[src/rtl/uart_pkg.sv]
// rtl/uart_pkg.sv - shared UART constants, FSM state encoding and baud helper
package uart_pkg;

    localparam int UART_DATA_BITS = 8;

    typedef logic [1:0] uart_state_t;

    localparam uart_state_t ST_IDLE  = 2'd0;
    localparam uart_state_t ST_START = 2'd1;
    localparam uart_state_t ST_DATA  = 2'd2;
    localparam uart_state_t ST_STOP  = 2'd3;

    // Clocks per bit; integer division, so the line rate rounds slightly fast.
    function automatic int bps_cnt(input int clk_freq, input int baud);
        return clk_freq / baud;
    endfunction

endpackage

[src/rtl/uart_tx_ctl_if.sv]
// rtl/uart_tx_ctl_if.sv - host write port of the UART transmitter
interface uart_tx_ctl_if;
    import uart_pkg::*;

    logic                      Wr_En;
    logic [UART_DATA_BITS-1:0] Wr_Data;
    logic                      Full;

    modport master (output Wr_En, output Wr_Data, input Full);
    modport slave  (input Wr_En, input Wr_Data, output Full);

endinterface

[src/rtl/uart_tx_fifo.sv]
// rtl/uart_tx_fifo.sv - small synchronous FIFO buffering bytes awaiting transmission
module uart_tx_fifo #(
    parameter int DEPTH = 4,
    parameter int WIDTH = 8
) (
    input  logic             CLK,
    input  logic             RSTn,
    input  logic             push,
    input  logic [WIDTH-1:0] din,
    input  logic             pop,
    output logic [WIDTH-1:0] dout,
    output logic             full,
    output logic             empty
);

    localparam int AW = $clog2(DEPTH);
    localparam int CW = AW + 1;

    logic [WIDTH-1:0] mem [DEPTH];
    logic [AW-1:0]    wr_ptr;
    logic [AW-1:0]    rd_ptr;
    logic [CW-1:0]    count;
    logic             do_push;
    logic             do_pop;

    // Full is taken from the registered count, so a push is refused while full
    // even if a pop frees an entry in the same cycle.
    assign full    = (count == CW'(DEPTH));
    assign empty   = (count == '0);
    assign do_push = push && !full;
    assign do_pop  = pop && !empty;
    assign dout    = mem[rd_ptr];

    always_ff @(posedge CLK or negedge RSTn) begin
        if (!RSTn) begin
            wr_ptr <= '0;
            rd_ptr <= '0;
            count  <= '0;
        end else begin
            if (do_push) wr_ptr <= wr_ptr + AW'(1);
            if (do_pop)  rd_ptr <= rd_ptr + AW'(1);
            case ({do_push, do_pop})
                2'b10:   count <= count + CW'(1);
                2'b01:   count <= count - CW'(1);
                default: count <= count;
            endcase
        end
    end

    always_ff @(posedge CLK) begin
        if (do_push) mem[wr_ptr] <= din;
    end

endmodule

[src/rtl/uart_tx_ctl.sv]
// rtl/uart_tx_ctl.sv - UART 8N1 transmitter: byte FIFO feeding a start/data/stop serialiser
module uart_tx_ctl
    import uart_pkg::*;
#(
    parameter int CLK_FREQ   = 50_000_000,
    parameter int BAUD       = 9600,
    parameter int FIFO_DEPTH = 4
) (
    input  logic          CLK,
    input  logic          RSTn,
    uart_tx_ctl_if.slave  bus,
    output logic          TX_Busy,
    output logic          TX_Done_Sig,
    output logic          TX_Pin_Out
);

    localparam int                 BPS_CNT   = bps_cnt(CLK_FREQ, BAUD);
    localparam int                 BAUD_W    = (BPS_CNT > 1) ? $clog2(BPS_CNT) : 1;
    localparam logic [BAUD_W-1:0]  BAUD_LAST = BAUD_W'(BPS_CNT - 1);
    localparam logic [2:0]         BIT_LAST  = 3'(UART_DATA_BITS - 1);

    uart_state_t               state, state_nxt;
    logic [BAUD_W-1:0]         baud_cnt, baud_nxt;
    logic [2:0]                bit_cnt, bit_nxt;
    logic [UART_DATA_BITS-1:0] shift_q, shift_nxt;
    logic                      pin_q, pin_d;
    logic                      baud_end;
    logic                      pop;
    logic [UART_DATA_BITS-1:0] fifo_dout;
    logic                      fifo_full;
    logic                      fifo_empty;

    uart_tx_fifo #(
        .DEPTH (FIFO_DEPTH),
        .WIDTH (UART_DATA_BITS)
    ) u_fifo (
        .CLK   (CLK),
        .RSTn  (RSTn),
        .push  (bus.Wr_En),
        .din   (bus.Wr_Data),
        .pop   (pop),
        .dout  (fifo_dout),
        .full  (fifo_full),
        .empty (fifo_empty)
    );

    assign bus.Full   = fifo_full;
    assign baud_end   = (baud_cnt == BAUD_LAST);
    assign TX_Pin_Out = pin_q;

    always_ff @(posedge CLK or negedge RSTn) begin
        if (!RSTn) begin
            state    <= ST_IDLE;
            baud_cnt <= '0;
            bit_cnt  <= '0;
            shift_q  <= '0;
            pin_q    <= 1'b1;
        end else begin
            state    <= state_nxt;
            baud_cnt <= baud_nxt;
            bit_cnt  <= bit_nxt;
            shift_q  <= shift_nxt;
            pin_q    <= pin_d;
        end
    end

    always_comb begin
        state_nxt = state;
        bit_nxt   = bit_cnt;
        shift_nxt = shift_q;
        baud_nxt  = baud_end ? '0 : baud_cnt + BAUD_W'(1);
        case (state)
            ST_IDLE: begin
                baud_nxt = '0;
                if (!fifo_empty) begin
                    state_nxt = ST_START;
                    shift_nxt = fifo_dout;
                    bit_nxt   = '0;
                end
            end
            ST_START: begin
                if (baud_end) state_nxt = ST_DATA;
            end
            ST_DATA: begin
                if (baud_end) begin
                    if (bit_cnt == BIT_LAST) begin
                        state_nxt = ST_STOP;
                    end else begin
                        shift_nxt = shift_q >> 1;
                        bit_nxt   = bit_cnt + 3'd1;
                    end
                end
            end
            default: begin
                if (baud_end) state_nxt = ST_IDLE;
            end
        endcase
        if (state_nxt != state) baud_nxt = '0;
    end

    // The line level is computed from the upcoming state so the registered pin
    // switches on the same edge as the state it belongs to.
    always_comb begin
        pop         = (state == ST_IDLE) && !fifo_empty;
        TX_Busy     = (state != ST_IDLE);
        TX_Done_Sig = (state == ST_STOP) && baud_end;
        case (state_nxt)
            ST_START: pin_d = 1'b0;
            ST_DATA:  pin_d = shift_nxt[0];
            default:  pin_d = 1'b1;
        endcase
    end

endmodule

[src/flat_wrapper.sv]
// flat-port wrapper written by rule: the top's interface ports become plain ports
module uart_tx_ctl_flat import uart_pkg::*;
#(
    parameter int CLK_FREQ   = 50_000_000,
    parameter int BAUD       = 9600,
    parameter int FIFO_DEPTH = 4
)
  (CLK, RSTn, TX_Busy, TX_Done_Sig, TX_Pin_Out, bus_Wr_En, bus_Wr_Data, bus_Full);
  uart_tx_ctl_if bus_i ();
  input  logic CLK;
  input  logic RSTn;
  output logic TX_Busy;
  output logic TX_Done_Sig;
  output logic TX_Pin_Out;
  input wire logic [$bits(bus_i.Wr_En)-1:0] bus_Wr_En;
  input wire logic [$bits(bus_i.Wr_Data)-1:0] bus_Wr_Data;
  output wire logic [$bits(bus_i.Full)-1:0] bus_Full;
  assign bus_i.Wr_En = bus_Wr_En;
  assign bus_i.Wr_Data = bus_Wr_Data;
  assign bus_Full = bus_i.Full;
  uart_tx_ctl #(.CLK_FREQ(CLK_FREQ), .BAUD(BAUD), .FIFO_DEPTH(FIFO_DEPTH)) u_core (.CLK(CLK), .RSTn(RSTn), .bus(bus_i), .TX_Busy(TX_Busy), .TX_Done_Sig(TX_Done_Sig), .TX_Pin_Out(TX_Pin_Out));
endmodule
[config.mk]
export PLATFORM = sky130hd
export DESIGN_NAME = uart_tx_ctl_flat
export DESIGN_NICKNAME = d
export VERILOG_FILES = /design/src/rtl/uart_pkg.sv /design/src/rtl/uart_tx_ctl_if.sv /design/src/rtl/uart_tx_fifo.sv /design/src/rtl/uart_tx_ctl.sv /design/src/flat_wrapper.sv
export SDC_FILE = /design/constraint.sdc
export NUM_CORES = 1
export LEC_CHECK = 0
export CAP_MARGIN = 20
export CORE_ASPECT_RATIO = 0.5
export CORE_MARGIN = 2
export CORE_UTILIZATION = 50
export DETAILED_ROUTE_END_ITERATION = 16
export PLACE_DENSITY = 0.68
export SYNTH_ARGS = -nofsm -noshare
export SYNTH_HDL_FRONTEND = slang
export SYNTH_HIERARCHICAL = 1
export SYNTH_SLANG_ARGS = --single-unit
[constraint.sdc]
create_clock -name CLK -period 3.88 [get_ports CLK]
set_input_delay 0.776 -clock CLK [delete_from_list [all_inputs] [get_ports CLK]]
set_output_delay 0.776 -clock CLK [all_outputs]
set_load 0.01 [all_outputs]
# Word level (Yosys, flattened, before mapping)
# Memories as Yosys holds them, arrays and structs flattened.
# Index checks and enable logic that the tools add are counted.
[word_totals] reg_bits=34 ram_bits=32 out_inout_bits=4 wordCells=63 memories=1
[mem_list] memory="u_core.u_fifo.mem" words=4 word_bits=8 read_ports=1 rd_clocked_by_memory_dff=0 write_ports=1 line_no="uart_tx_fifo.sv:19" text="logic [WIDTH-1:0] mem [DEPTH];"
[op_classes] addsub=6 n_eq_ne=14 mux=21 reduce_logical=12
[ops] operator="two-way mux 13 bit" n=3
[ops] operator="two-way mux 8 bit" n=3
[ops] operator="one-hot mux 8 bit (2 select lines)" n=1
[ops] operator="adder 13 x 1 -> 13 bit (second input constant)" n=1
[ops] operator="== test 13 bit (second input constant)" n=1
[ops] operator="one-hot mux 3 bit (2 select lines)" n=2
[ops] operator="two-way mux 2 bit" n=5
[ops] operator="two-way mux 3 bit" n=3
[ops] operator="== test 2 bit (second input constant)" n=4
[ops] operator="adder 3 x 1 -> 3 bit (second input constant)" n=2
[ops] operator="== test 2 x 1 -> 1 bit (second input constant)" n=3
[ops] operator="== test 3 bit (second input constant)" n=2
[ops] operator="one-hot mux 2 bit (3 select lines)" n=1
[ops] operator="nonzero test 2 bit" n=3
[ops] operator="adder 2 x 1 -> 2 bit (second input constant)" n=2
[ops] operator="logical AND 1 bit" n=4
[ops] operator="!= test 2 bit (second input constant)" n=2
[ops] operator="AND reduction 4 bit" n=1
[ops] operator="logical NOT 3 bit" n=1
[ops] operator="subtractor 3 x 1 -> 3 bit (second input constant)" n=1
[ops] operator="logical NOT 1 bit" n=2
[ops] operator="logical NOT 2 bit" n=1
[ops] operator="two-way mux 1 bit" n=2
[ops] operator="!= test 2 x 1 -> 1 bit (second input constant)" n=1
[ops] operator="2 further kinds" n=2

# Longest topological paths before layout
[depth] word_depth=6 mapped_depth=10

# Modules after synthesis
# Netlist, hierarchy kept.
[by_module_without_submodules] module="uart_tx_fifo" instances=1 cells_per_inst=79 area_per_inst_um2=1592.8 seq_area_each_um2=1136.1
[by_module_without_submodules] module="uart_tx_ctl" instances=1 cells_per_inst=136 area_per_inst_um2=1373.8 seq_area_each_um2=676.9

# Worst setup path after synthesis
# Ideal clock, no wire load.
[synth_path] path_type="reg2reg" start="reg u_core.u_fifo.count[0]" end="reg u_core.u_fifo.count[2]" setup_time_ns=0.079 arrival_ns=2.187 required_ns=3.801 setup_slack_ns=1.614 path_stages_with_launch=11 n_path_buf=0 synth_period_minus_slack_ns=2.266 path_cell_list="dfrtp_1 > nor3_1 > or3_1 > clkinv_1 > o31a_2 > ha_1 > inv_1 > fa_1 > xor2_1 > nor2_1 > xor2_1"
[synth_between] elab_chain_len=6 word_cells_on_any_way=13 classes_between="add/sub (2); eq/ne (3); mux (1); reduce/logical (7)"
[synth_rtl] element="from (decl)" line_no="uart_tx_fifo.sv:22" text="logic [CW-1:0] count;"
[synth_rtl] element="from (signal assigned)" line_no="uart_tx_fifo.sv:43" text="2'b10: count <= count + CW'(1);"
[synth_rtl] element="from (signal assigned)" line_no="uart_tx_fifo.sv:44" text="2'b01: count <= count - CW'(1);"
[synth_rtl] element="from (signal assigned)" line_no="uart_tx_fifo.sv:45" text="default: count <= count;"
[synth_rtl] element="logical NOT 3 bit *" line_no="uart_tx_fifo.sv:29" text="assign empty = (count == '0);"
[synth_rtl] element="net u_core.fifo_empty" line_no="uart_tx_ctl.sv:31" text="logic fifo_empty;"
[synth_rtl] element="logical NOT 1 bit *"
[synth_rtl] element="logical AND 1 bit *" line_no="uart_tx_ctl.sv:104" text="pop = (state == ST_IDLE) && !fifo_empty;"
[synth_rtl] element="net u_core.pop" line_no="uart_tx_ctl.sv:28" text="logic pop;"
[synth_rtl] element="logical AND 1 bit *" line_no="uart_tx_fifo.sv:31" text="assign do_pop = pop && !empty;"
[synth_rtl] element="net u_core.u_fifo.do_pop" line_no="uart_tx_fifo.sv:24" text="logic do_pop;"
[synth_rtl] element="== test 2 x 1 -> 1 bit or == test 2 bit (tied branches)" line_no="uart_tx_fifo.sv:42" text="case ({do_push, do_pop})"
[synth_rtl] element="one-hot mux 3 bit (2 select lines) or nonzero test 2 bit (tied branches)"
# The timed path passes the listed nets; every way through them passes the cells marked *.
# A chain may end at the register's enable or synchronous reset.

# Worst setup path after layout
[layout_path] start="reg u_core.baud_cnt[3]" end="out TX_Done_Sig"
[layout_between] elab_chain_len=2
[layout_rtl] element="from (decl)" line_no="uart_tx_ctl.sv:23" text="logic [BAUD_W-1:0] baud_cnt, baud_nxt;"
[layout_rtl] element="from (signal assigned)" line_no="uart_tx_ctl.sv:60" text="baud_cnt <= baud_nxt;"
[layout_rtl] element="== test 13 bit" line_no="uart_tx_ctl.sv:48" text="assign baud_end = (baud_cnt == BAUD_LAST);"
[layout_rtl] element="logical AND 1 bit" line_no="uart_tx_ctl.sv:106" text="TX_Done_Sig = (state == ST_STOP) && baud_end;"
[layout_rtl] element="to (decl)" line_no="flat_wrapper.sv:13" text="output logic TX_Done_Sig;"
# No other way between the ends.

==> results.txt <==
status: complete, but fails checks
failing checks: design-rule violations
number of max-slew violations in the final report: 0
number of global-route vias before repair: 1715
highest ir drop seen on vdd: 0.3611 mV
cells resized by post-CTS repair: 0
Setup Skew: 0.004803 ns
number of buffers on the longest clock path: 2
setup repair after global routing missed its margin: no
sequential fraction of the synthesis area: 61.11%
total via count after detailed routing: 1701
remaining antenna violation count: 0
First-pass DRT Iterations: 10
final RePlAce weighted congestion: 0.7905
slowest CP cell: clkdlybuf4s50_1
commonest non-fill, non-tap cells in the layout: dfrtp_1, edfxtp_1, nand2_1
critical setup path kind: reg2out
n_diodes: 0
post-CTS repair timing setup buffer count: 0
worst-case reg-to-reg path depth: 9
number of maximum-capacitance violations: 0
final cycle utilization of the critical path: 81.89%
count of hold buffers inserted by post-cts repair: 0
drt initial violations: 95
capturing element type of the critical path: output pin
end point of the most critical hold path: u_core/shift_q[2]
number of standard cells after synthesis: 215
leading cell type in the layout, fill and taps excluded: dfrtp_1
post-route setup TNS: 0 ns
vias per std cell: 5.417
Total Wirelength: 4863 um
R2R Path Start: u_core/state[0]
floorplan die width: 112.9 um
Reg power frac: 47.2%
distinct cell type count of the synthesized netlist: 45
highest fanout seen on the critical path: 8
flip-flop and latch count after synthesis: 66
cell types occupying the most area after synthesis: edfxtp_1, dfrtp_1, mux4_2
remaining routing DRC violations: 1
number of antenna violations at the first check in global routing: 0
proportion of synthesized flip-flops having asynchronous set or reset: 51.52%
worst reg2reg path endpoint: u_core/u_fifo/count[2]
count of flip-flops with a built-in enable after synthesis: 32
post-synthesis cell type with the largest combined area: edfxtp_1
power density over cell area: 605.3 nW/um^2
maximum number of pins on one net before global-route repair: 35
worst hold path type: reg2reg
power dissipated by switching net loads: 0.5473 mW
cell chain of the critical path: or3b_4 -> nor4_4 -> and3_2 -> clkdlybuf4s50_1
remaining global-route overflow: 0
Worst Path Buf+Inv: 1
Worst-Margin Slew: 0.9164 ns
total clock buffers created by CTS: 9
synthesis warning total: 6
final worst path period need: 3.177 ns
post-synthesis to final-layout area growth: 16.62%
fraction of final layout cells sized beyond drive strength 1: 17.84%
Hold Violations, Final: 0
die area: 6602 um^2
Avg Cell Area, Syn: 13.80 um^2
CP startpoint: u_core/baud_cnt[3]
required time reported for the critical path endpoint: 3.10 ns
number of instances on the worst hold path: 2
number of buffers inserted by port buffering: 14
TritonCTS sink count: 66
clock root buffer: clkbuf_16
normalized max-slew margin: 38.78%
hold path startpoint: u_core/shift_q[2]
dominant synthesized flop cell: dfrtp_1
area of the core: 5610 um^2
upper clock frequency limit: 0.3147 GHz
aggregate global-route resource usage: 17.46%
initial cell density of the core: 52.88%
Layout Utilization: 61.66%
Die Height: 58.47 um
leakage power total: 1.346 nW
power share of the clock group: 36.8%
arrival time at the worst endpoint: 2.40 ns
Total Power: 2.094 mW
FF-to-FF setup slack: 1.29 ns
Internal Power: 1.547 mW
CTS tree: done
critical path launch point type: flop
part of the total power dissipated in combinational logic: 16.0%
post-CTS clock slew at the launch and capture registers of the worst setup and hold paths: 0.05 ns
Cell Area, Synth: 2967 um^2
placed wire-length estimate after detailed placement: 3241 um
H-tree Lvls: 3
global-route wire length before repair: 8411 um
number of core rows: 19
Final setup viols: 0
post-DR wirelength/cell: 15.49 um
Clock Latency Late Sink: 0.33 ns
Net Count, Synth: 235
delay of the slowest cell on the worst path: 0.53 ns
net count of the finished layout: 256
I/O pins: 15
switch share: 26.14%
category of cells accounting for the largest share of critical-path delay: simple AND/OR/NAND/NOR gates
Yosys top cell area share: 32.39%
cell usage after synthesis, types with 2 or more instances:
| cell type | instances |
|---|---|
| edfxtp_1 | 32 |
| clkbuf_1 | 2 |
| inv_1 | 10 |
| nand2_1 | 23 |
| nand3_1 | 8 |
| ha_1 | 8 |
| xnor2_1 | 9 |
| nand3b_1 | 3 |
| a22oi_1 | 7 |
| nand4_1 | 2 |
| dfrtp_1 | 33 |
| nor2_1 | 18 |
| and2_2 | 6 |
| xor2_1 | 8 |
| mux4_2 | 8 |
| or3_1 | 3 |
| o21ai_0 | 5 |
| nor3_1 | 3 |
per-stage QoR:
| step | setup slack, ns | area [um^2] | hold WS (ns) | cells |
|---|---|---|---|---|
| after CTS | 0.6711 | 3460 | 0.4819 | 314 |
| after detailed placement | 1.040 | 3172 | 0.4670 | 298 |
| final | 0.7027 | 3460 | 0.4852 | 314 |
| after global routing | 0.5800 | 3460 | 0.5196 | 314 |
| after floorplan | 1.614 | 2967 | 0.4463 | 215 |
| after global placement | 1.075 | 3172 | 0.4586 | 298 |
cells by family after synthesis:
logic type | Yosys count | share of synthesized area, %
buf+inv | 16 | 2.531
simple gates | 77 | 15.56
flops | 66 | 61.11
compound gates | 20 | 4.808
fa+ha+maj | 9 | 4.049
xor+xnor | 17 | 5.019
mux | 10 | 6.917
tightest hold or removal path: stages (launching register included):
cell and delay [ns]:
dfrtp_1 0.34, nand2_1 0.05, nand2_1 0.06
power by group through the flow:
stage	Combinational [mW]	Clock, mW	Sequential [mW]
floorplan	0.269	0	0.965
global placement	0.331	0	0.994
detailed placement	0.339	0	1.00
CTS	0.341	0.794	0.990
global route	0.380	0.820	1.01
finish	0.335	0.770	0.989
per-layer routing:
layer | share of wire (%) | global-route usage (%)
met1 | 48 | 22.27
met2 | 46 | 26.85
met3 | 4.1 | 7.724
met4 | 1.5 | 6.969
met5 | 0 | 0
area by class of cell:
type                    count  area, um^2
clock inverters             5       55.05
multi-input cells         133        1079
clock buffers              11       232.7
repair buffers             15       147.6
flip-flops and latches     66        1813
inverters                  11       41.29
fillers                   422        2151
well taps                  73       91.34
sequential cells by signal, indices dropped and copies added, names as in the netlist:
signal,cells
u_core/u_fifo/rd_ptr,2
u_core/u_fifo/count,3
u_core/state,2
u_core/TX_Pin_Out,1
u_core/u_fifo/mem,32
u_core/bit_cnt,3
u_core/shift_q,8
u_core/baud_cnt,13
u_core/u_fifo/wr_ptr,2
worst max path at each step:
| stage | end | cells past startpoint |
|---|---|---|
| global route | TX_Done_Sig | 5 |
| finish | TX_Done_Sig | 4 |
| floorplan | u_core/u_fifo/count[2] | 10 |
| CTS | TX_Done_Sig | 4 |
| global placement | TX_Done_Sig | 4 |
| detailed placement | TX_Done_Sig | 4 |
Power figures use the tool's default switching activity.
==> patch: new RTL, same settings <==
Reset style: synchronous (`RSTn`), changed in 2 clocked blocks.
--- a/src/rtl/uart_tx_fifo.sv
+++ b/src/rtl/uart_tx_fifo.sv
@@ -31,7 +31,7 @@
     assign do_pop  = pop && !empty;
     assign dout    = mem[rd_ptr];
 
-    always_ff @(posedge CLK or negedge RSTn) begin
+    always_ff @(posedge CLK) begin
         if (!RSTn) begin
             wr_ptr <= '0;
             rd_ptr <= '0;
--- a/src/rtl/uart_tx_ctl.sv
+++ b/src/rtl/uart_tx_ctl.sv
@@ -48,7 +48,7 @@
     assign baud_end   = (baud_cnt == BAUD_LAST);
     assign TX_Pin_Out = pin_q;
 
-    always_ff @(posedge CLK or negedge RSTn) begin
+    always_ff @(posedge CLK) begin
         if (!RSTn) begin
             state    <= ST_IDLE;
             baud_cnt <= '0;
Behaviour: differs if RSTn is asserted again (counterexample within 4 cycles, from zero or initial values and one cycle with RSTn low); with RSTn held inactive, the same outputs for 10 cycles.
==> patch against the unedited design <==
  * Utilization hardly changed
  * First-iteration DRC count is 8.4% higher
  * Total power is 5.0% higher
  * Maximum frequency is 4.5% higher
  * Routed wire length is 5.2% higher
  * Critical path depth is 2 higher
  * Sequential cell count is 2 higher
  * Worst setup slack better by 0.14 ns
  * Area after synthesis is 1.4% higher
  * Cell area is 0.36% higher
  * Highest routed layer unchanged
==> patch: results (changes against the unedited design) <==
stage,metric,value,unit,change
layout,final_nets,281,,+9.8%
cts,cts-root-buf,clkbuf_16,,
drt,drc,0,,-1
power_and_ir_drop,ir_drop,0.374,mV,+3.7%
critical_path,critPathMaxStageDelay,0.54,ns,
layout,reg_top3,"u_core/u_fifo/mem (32), u_core/baud_cnt (13), u_core/shift_q (8)",,
sta,fin_skew,0.00447,ns,-0.000337 ns
global_routing,grt_max_degree,26,,-26%
global_routing,track_usage,18.1,%,+0.62 points
global_routing,grt_pass1_vias,1868,,+8.9%
run_status,outcome,"complete, no violations",,
synth,synth_cell_types,46,,+2.2%
synth,synth.yosys.warnings,6,,unchanged
global_routing,met1_usage,22.8,%,+0.54 points
synth,yosysSeqAreaShare,55.9,%,-5.2 points
drt,firstDrtPassIters,4,,-6
synth,yosys-top-cells-area,"edfxtp_1 (32%), dfxtp_1 (24%), mux4_2 (6.0%), ha_1 (3.3%), a21boi_1 (2.7%)",,
synth,synth_nets,266,,+13%
sta,slew_headroom,48.1,%,+9.4 points
cts,clkTransAtPathRegs,0.05,ns,about the same
layout,n_antenna_cell,0,,unchanged
drt,via_per_inst,5.57,,+2.8%
global_routing,grtUsageMet3,6.49,%,-1.2 points
drt,drtIter0Drc,103,,+8.4%
hold_path,worst_hold_path_type,reg -> reg,,
critical_path,crit_path_max_fanout,6,,-2
placement,place_congestion,0.734,,-7.1%
cts,post_cts_buffers,0,,unchanged
critical_path,crit_family,simple AND/OR/NAND/NOR gates,,
critical_path,critPathSlowestCell,clkdlybuf4s50_1,,
global_routing,grt_pass1_wl,8940,um,+6.2%
cts,cts_buffers,9,,unchanged
power_and_ir_drop,p_leak,0.00118,uW,-12%
placement,hpwl,3510,um,+8.3%
drt,wl_per_cell,15.1,um,-2.6%
synth,synth_edf_count,32,,unchanged
global_routing,use_met2,28.8,%,+2.0 points
cts,cts_max_level,3,,unchanged
cts,postCtsResizedCells,0,,unchanged
cts,clock_path_buffers,2,,unchanged
cts,insertion_delay,0.33,ns,about the same
global_routing,antenna_found_initial,0,,unchanged
critical_path,worstPathArrival,2.27,ns,-0.13 ns
synth,synth_commonest_cells,"dfxtp_1 (36), edfxtp_1 (32), nand2_1 (21)",,
placement,portBuffers,14,,unchanged
synth,synthArstFlopShare,0,%,-52 points
layout,drive_above_1_share,12.4,%,-5.4 points
## patch: cell families (layout without fill, tap and decap cells)
logic type / Yosys count / count (layout) / share of synthesized area, %
compound gates: 30 / 30 / 6.99
xor+xnor: 14 / 14 / 4.08
fa+ha+maj: 9 / 9 / 3.99
buf+inv: 19 / 39 / 3.16
flops: 68 / 68 / 55.9
mux: 10 / 10 / 6.66
simple gates: 96 / 96 / 19.2
## patch: where the power goes
part	internal [uW]	switching (uW)	total (uW)
clock	496	288	785
sequential	859	92.4	952
combinational	224	239	463
total	1580	619	2200
## patch: layout make-up
type,instances,area (um2)
Tap cell,73,91.3
Fill cell,454,2160
Timing Repair Buffer,14,140
Inverter,9,33.8
Sequential cell,68,1680
Clock buffer,10,229
Multi-Input combinational cell,159,1230
Clock inverter,6,65.1
## patch: worst min-delay path, cell delays in order (launching register included)
cell and delay (ns):
dfxtp_1 0.30, nand2_1 0.05, a21boi_1 0.05
## patch: per-stage QoR
stage	hold WS, ns	setup slack (ns)	area [um2]	instances
4_1_cts	0.458	0.826	3470	339
6_report	0.453	0.839	3470	339
3_5_place_dp	0.446	1.09	3180	323
5_1_grt	0.479	0.630	3470	339
3_3_place_gp	0.438	1.17	3180	323
2_1_floorplan	0.426	1.44	3010	246
## patch: path summary, 6_finish.rpt
kind,startpoint,endpoint,slack [ns],depth (start not counted)
max,u_core/baud_cnt[0],TX_Done_Sig,0.84,6
min,u_core/shift_q[4],u_core/shift_q[4],0.45,2
max reg2reg,u_core/u_fifo/count[0],u_core/u_fifo/count[2],1.16,10
min reg2reg,u_core/shift_q[4],u_core/shift_q[4],0.45,2
## patch: layer usage
metal	vias up	share of wire [%]	wire length, um
li1	931	-	-
met1	924	48	2460
met2	24	47	2390
met3	8	3.9	200
met4	0	1.3	67
met5	-	0	0
